File: src/rtl/store_buffer.sv
// Store buffer between the MEM stage and a single-port data memory.
// Queues lane-aligned stores and drains them in order when loads are idle.
//
// Parameters:
//   DEPTH     pending-store entries (power of two, >= 2)
//   ADDR_W    data-memory word-address width
// Ports:
//   clk, rst                      clock, sync active-high reset
//   st_valid/st_addr/st_data/
//   st_wmask, st_ready            store request and accept
//   ld_valid/ld_addr, ld_stall    load request and RAW hazard stall
//   dm_en/dm_we/dm_addr/dm_wdata  data-memory port
//   empty                         no pending stores
module store_buffer #(
  parameter int DEPTH  = 4,
  parameter int ADDR_W = 10
) (
  input  logic              clk,
  input  logic              rst,
  input  logic              st_valid,
  input  logic [ADDR_W-1:0] st_addr,
  input  logic [31:0]       st_data,
  input  logic [3:0]        st_wmask,
  output logic              st_ready,
  input  logic              ld_valid,
  input  logic [ADDR_W-1:0] ld_addr,
  output logic              ld_stall,
  output logic              dm_en,
  output logic [3:0]        dm_we,
  output logic [ADDR_W-1:0] dm_addr,
  output logic [31:0]       dm_wdata,
  output logic              empty
);

  localparam int PW = $clog2(DEPTH);

  localparam logic [PW-1:0] PTR_ONE = 1;
  localparam logic [PW:0]   CNT_ONE = 1;
  localparam logic [PW:0]   CNT_FULL = (PW+1)'(DEPTH);

  logic [ADDR_W-1:0] addr_q [DEPTH];
  logic [31:0]       data_q [DEPTH];
  logic [3:0]        mask_q [DEPTH];
  logic [DEPTH-1:0]  valid_q;

  logic [PW-1:0] head;
  logic [PW-1:0] tail;
  logic [PW:0]   count;

  logic [DEPTH-1:0] match;
  logic             push;
  logic             pop;
  logic             load_go;

  // Only buffered entries are compared; the store arriving this
  // cycle is not yet visible to the hazard check.
  always_comb begin
    match = '0;
    for (int i = 0; i < DEPTH; i++) begin
      match[i] = valid_q[i] && (addr_q[i] == ld_addr);
    end
  end

  assign ld_stall = ld_valid & (|match);
  assign st_ready = (count != CNT_FULL);
  assign empty    = (count == '0);

  assign push    = st_valid & st_ready & (|st_wmask);
  assign load_go = ld_valid & ~ld_stall;
  // A stalled load does not own the port, so the head keeps
  // draining and the hazard clears within DEPTH cycles.
  assign pop     = ~load_go & (count != '0);

  always_comb begin
    dm_en    = 1'b0;
    dm_we    = 4'b0000;
    dm_addr  = '0;
    dm_wdata = '0;
    unique case (1'b1)
      load_go: begin
        dm_en   = 1'b1;
        dm_addr = ld_addr;
      end
      pop: begin
        dm_en    = 1'b1;
        dm_we    = mask_q[head];
        dm_addr  = addr_q[head];
        dm_wdata = data_q[head];
      end
      default: ;
    endcase
  end

  always_ff @(posedge clk) begin
    if (rst) begin
      head    <= '0;
      tail    <= '0;
      count   <= '0;
      valid_q <= '0;
    end else begin
      // Push and pop never target the same slot: pop needs
      // count > 0 and push needs count < DEPTH.
      if (pop) begin
        valid_q[head] <= 1'b0;
        head          <= head + PTR_ONE;
      end
      if (push) begin
        valid_q[tail] <= 1'b1;
        tail          <= tail + PTR_ONE;
      end
      unique case ({push, pop})
        2'b10:   count <= count + CNT_ONE;
        2'b01:   count <= count - CNT_ONE;
        default: count <= count;
      endcase
    end
  end

  // Payload needs no reset; valid bits qualify it.
  always_ff @(posedge clk) begin
    if (push) begin
      addr_q[tail] <= st_addr;
      data_q[tail] <= st_data;
      mask_q[tail] <= st_wmask;
    end
  end

endmodule

File: config.mk
export PLATFORM = sky130hd
export DESIGN_NAME = store_buffer
export DESIGN_NICKNAME = d
export VERILOG_FILES = /design/src/rtl/store_buffer.sv
export SDC_FILE = /design/constraint.sdc
export NUM_CORES = 1
export LEC_CHECK = 0
export CORE_ASPECT_RATIO = 1.1
export CORE_UTILIZATION = 57
export CTS_BUF_LIST = sky130_fd_sc_hd__clkbuf_4
export DETAILED_ROUTE_END_ITERATION = 10
export GPL_ROUTABILITY_DRIVEN = 0
export GPL_TIMING_DRIVEN = 0
export PLACE_DENSITY_LB_ADDON = 0.05
export SETUP_SLACK_MARGIN = 0.5
export SLEW_MARGIN = 15
export SYNTH_ARGS = -nofsm -noshare
export SYNTH_HDL_FRONTEND = slang
export SYNTH_SLANG_ARGS = --single-unit
export TNS_END_PERCENT = 20
File: constraint.sdc
create_clock -name clk -period 3.4 [get_ports clk]
set_clock_uncertainty 0.05 [all_clocks]
set_input_delay 0.34 -clock clk [delete_from_list [all_inputs] [get_ports clk]]
set_output_delay 0.34 -clock clk [all_outputs]
set_load 0.005 [all_outputs]
==> impl_metrics.xml <==
<?xml version="1.0" encoding="UTF-8"?>
<metrics>
  <group name="logic_synthesis">
    <metric name="net_count_after_synthesis" unit="">539</metric>
    <metric name="async_flop_share" unit="%">0</metric>
    <metric name="synth-edff-count" unit="">184</metric>
    <metric name="synth.top_cells.by_count" unit="">sky130_fd_sc_hd__edfxtp_1 (184), sky130_fd_sc_hd__mux4_2 (46), sky130_fd_sc_hd__and2_1 (40)</metric>
    <metric name="synthDominantAreaCellType" unit="">sky130_fd_sc_hd__edfxtp_1</metric>
    <metric name="synth_top_area_share" unit="%">66.13</metric>
    <metric name="netlist_area" unit="um^2">8356</metric>
    <metric name="synth-main-ff-cell" unit="">sky130_fd_sc_hd__edfxtp_1</metric>
    <metric name="synth_sequential_area_ratio" unit="%">69.24</metric>
    <metric name="yosys-top-cells-area" unit="">sky130_fd_sc_hd__edfxtp_1 (66%), sky130_fd_sc_hd__mux4_2 (12%), sky130_fd_sc_hd__xnor2_1 (3.9%)</metric>
    <metric name="yosysMostFrequentCell" unit="">sky130_fd_sc_hd__edfxtp_1</metric>
    <metric name="syn_area_per_cell" unit="um^2">17.82</metric>
    <metric name="synth_cell_type_count" unit="">33</metric>
    <metric name="synth-warning-count" unit="">0</metric>
    <metric name="post_synth_inst_count" unit="">469</metric>
    <metric name="ys_ff_latch" unit="">197</metric>
  </group>
  <group name="placement">
    <metric name="buffer_ports.inserted" unit="">98</metric>
    <metric name="dpl.hpwl" unit="um">10070</metric>
    <metric name="preCtsSetupSlack" unit="ns">0.09543</metric>
  </group>
  <group name="cells_and_area">
    <metric name="flow.area_growth_from_synthesis" unit="%">23.46</metric>
    <metric name="fillerInstances" unit="">938</metric>
    <metric name="final_nets" unit="">682</metric>
    <metric name="drive_above_1_share" unit="%">32.96</metric>
    <metric name="final_core_util" unit="%">71.70</metric>
  </group>
  <group name="timing">
    <metric name="setup_violations" unit="">0</metric>
    <metric name="worst_pin_slew" unit="ns">0.7683</metric>
    <metric name="worst_slew_margin_rel" unit="%">48.78</metric>
    <metric name="fmax" unit="GHz">0.3004</metric>
    <metric name="hold_ws" unit="ns">0.1520</metric>
    <metric name="timing.final.max_slew_violations" unit="">0</metric>
    <metric name="timing.final.hold_violations" unit="">0</metric>
    <metric name="post-route-worst-setup-slack" unit="ns">0.07086</metric>
    <metric name="fin_crit_share" unit="%">97.92</metric>
    <metric name="rsz0062_at_grt" unit="">true</metric>
    <metric name="min_period" unit="ns">3.329</metric>
  </group>
  <group name="worst_setup_path">
    <metric name="critical_path.cell_chain" unit="">xor2_1 -&gt; nor4_2 -&gt; nand4_1 -&gt; o21a_4 -&gt; a31oi_4 -&gt; buf_12 -&gt; buf_12 -&gt; buf_16 -&gt; buf_4 -&gt; ha_4 -&gt; inv_1 -&gt; fa_2 -&gt; xor2_1 -&gt; or3_1 -&gt; a21oi_2</metric>
    <metric name="worst_ep_required_time" unit="ns">3.85</metric>
    <metric name="worstSetupStartpoint" unit="">addr_q[0][3]</metric>
    <metric name="critPathArrivalTime" unit="ns">3.78</metric>
    <metric name="critical-path-max-stage-delay" unit="ns">0.42</metric>
    <metric name="setup.worst_path.end_class" unit="">flop</metric>
    <metric name="timing.critical_path.max_delay_family" unit="">simple AND/OR/NAND/NOR gates</metric>
    <metric name="slowest_stage" unit="">sky130_fd_sc_hd__edfxtp_1</metric>
    <metric name="timing.critical_path.buf_inv" unit="">5</metric>
    <metric name="startpoint_to_endpoint_class_of_the_critical_path" unit="">reg2reg</metric>
    <metric name="worst-r2r-cell-count" unit="">15</metric>
    <metric name="critical_path.max_fanout" unit="">5</metric>
    <metric name="crit-reg2reg-launch" unit="">addr_q[0][3]</metric>
    <metric name="crit_cells" unit="">15</metric>
    <metric name="timing.critical_path.from_type" unit="">flop</metric>
  </group>
  <group name="detailed_routing">
    <metric name="highest_layer" unit="">met4</metric>
    <metric name="routed_wire_length_per_instance" unit="um">20.08</metric>
    <metric name="drt_pre_antenna_iters" unit="">5</metric>
    <metric name="met2RoutedLength" unit="um">8605</metric>
    <metric name="vias" unit="">4518</metric>
    <metric name="wl_met3" unit="um">909</metric>
    <metric name="dr_iter_0_viols" unit="">272</metric>
    <metric name="m1WireLength" unit="um">6656</metric>
    <metric name="avgViaCountPerCell" unit="">5.523</metric>
    <metric name="drt.antenna.violating_nets" unit="">0</metric>
    <metric name="remaining_design_rule_violation_count" unit="">0</metric>
    <metric name="finalWirelength" unit="um">16430</metric>
  </group>
  <group name="global_routing">
    <metric name="grt_start_max_net_pins" unit="">49</metric>
    <metric name="antenna_found_initial" unit="">1</metric>
    <metric name="grt_pass1_vias" unit="">4719</metric>
    <metric name="gr-usage-all-layers" unit="%">23.02</metric>
    <metric name="grt_overflow" unit="">0</metric>
    <metric name="grt_pass1_wl" unit="um">25120</metric>
  </group>
  <group name="run_status">
    <metric name="outcome" unit="">finished, final reports clean</metric>
  </group>
  <group name="power_and_ir_drop">
    <metric name="static-leakage-power" unit="nW">3.614</metric>
    <metric name="power.ir.vdd_worst" unit="uV">347.1</metric>
    <metric name="power.density" unit="nW/um^2">638.3</metric>
  </group>
  <group name="hold_path">
    <metric name="hold_path.class" unit="">in2reg</metric>
    <metric name="timing.hold.worst_path_depth" unit="">2</metric>
    <metric name="worstHoldStart" unit="">rst</metric>
  </group>
  <group name="clock_network">
    <metric name="clk_latency" unit="ns">0.57</metric>
    <metric name="cts_made_buffers" unit="">17</metric>
    <metric name="clockRootBuffer" unit="">sky130_fd_sc_hd__clkbuf_4</metric>
    <metric name="worst_setup_hold_path_clk_slew" unit="ns">0.15</metric>
    <metric name="clock_tree_from_tritoncts" unit="">yes</metric>
    <metric name="cts.htree.levels" unit="">4</metric>
    <metric name="count_of_clock_tree_sinks" unit="">197</metric>
    <metric name="clockBufferDepth" unit="">2</metric>
  </group>
  <group name="floorplanning">
    <metric name="die_height" unit="um">129.0</metric>
    <metric name="starting_utilization_of_the_core_area" unit="%">58.07</metric>
    <metric name="die_x" unit="um">117.4</metric>
    <metric name="row_count" unit="">46</metric>
    <metric name="core_footprint" unit="um^2">14390</metric>
    <metric name="io-pin-count" unit="">110</metric>
    <metric name="floorplan.die_area" unit="um^2">15150</metric>
  </group>
  <group name="run">
    <metric name="cap_viol_max_count" unit="">0</metric>
  </group>
</metrics>
routing by layer:
| layer | vias to the layer above | track usage, % |
|---|---|---|
| li1 | 2087 | - |
| met1 | 2281 | 28.79 |
| met2 | 130 | 38.60 |
| met3 | 20 | 6.117 |
| met4 | 0 | 9.473 |
| met5 | - | 0 |
registers in the layout (all words and copies together), names as in the netlist, named ones only:
signal / flops
count: 3
head: 2
data_q: 128
addr_q: 40
mask_q: 16
valid_q: 4
tail: 2
layout by cell type (no fill, tap or decap), types with 17 or more instances in the layout:
master                              n
sky130_fd_sc_hd__mux4_2            46
sky130_fd_sc_hd__clkbuf_4          17
sky130_fd_sc_hd__inv_1             21
sky130_fd_sc_hd__buf_2             26
sky130_fd_sc_hd__nand2_1           19
sky130_fd_sc_hd__clkdlybuf4s50_1   54
sky130_fd_sc_hd__edfxtp_1         184
sky130_fd_sc_hd__xnor2_1           31
sky130_fd_sc_hd__and2_4            27
sky130_fd_sc_hd__buf_6             22
where the power goes:
group / switching, mW / internal (mW)
Clock: 0.794 / 0.383
Combinational: 1.06 / 1.34
Sequential: 0.0911 / 2.92
Total: 1.94 / 4.64
path summary, 6_finish.rpt:
check / endpoint / slack [ns]
max: count[2] / 0.07
min: tail[0] / 0.15
max reg2reg: count[2] / 0.07
min reg2reg: valid_q[2] / 0.51
per-stage QoR:
step / area [um^2] / instances / setup TNS (ns) / power (mW)
2_1_floorplan: 8361 / 469 / 0 / 4.243
3_3_place_gp: 9582 / 759 / -120.09 / 5.046
3_5_place_dp: 9612 / 760 / 0 / 5.092
4_1_cts: 10210 / 813 / 0 / 6.573
5_1_grt: 10320 / 818 / -0.02139 / 6.906
6_report: 10320 / 818 / 0 / 6.585
final cells by class:
type	count	area, um^2	area share, %
sequential	197	5786	56.08
clock buffer	17	127.6	1.237
clock inverter	15	143.9	1.395
buffer	27	205.2	1.989
inverter	21	78.83	0.7641
timing repair buffer	124	1241	12.03
tap	192	240.2	2.329
multi-input combinational	224	2491	24.15
antenna	1	2.502	0.02426
cell families (layout without fill, tap and decap cells):
kind of cell               after synthesis  in the layout  synth area share, %
other                                    0              1                    0
muxes                                   57             57                13.72
and+or+nand+nor                         88             88                5.750
xor gates and xnor gates                43             43                4.507
buffers and inverters                   48            204                2.920
AOI/OAI and AO/OA                       26             26                2.276
DFF                                    197            197                69.24
adders and majority gates               10             10                1.587
what timing repair did:
action | CTS | global route
buffers inserted | 17 | 4
setup endpoints to repair | 50 | 50
hold buffers | 0 | 0
pin swaps | 7 | 6
gates cloned | 4 | 0
gates resized for setup | 185 | 36
Power figures use the tool's default switching activity.
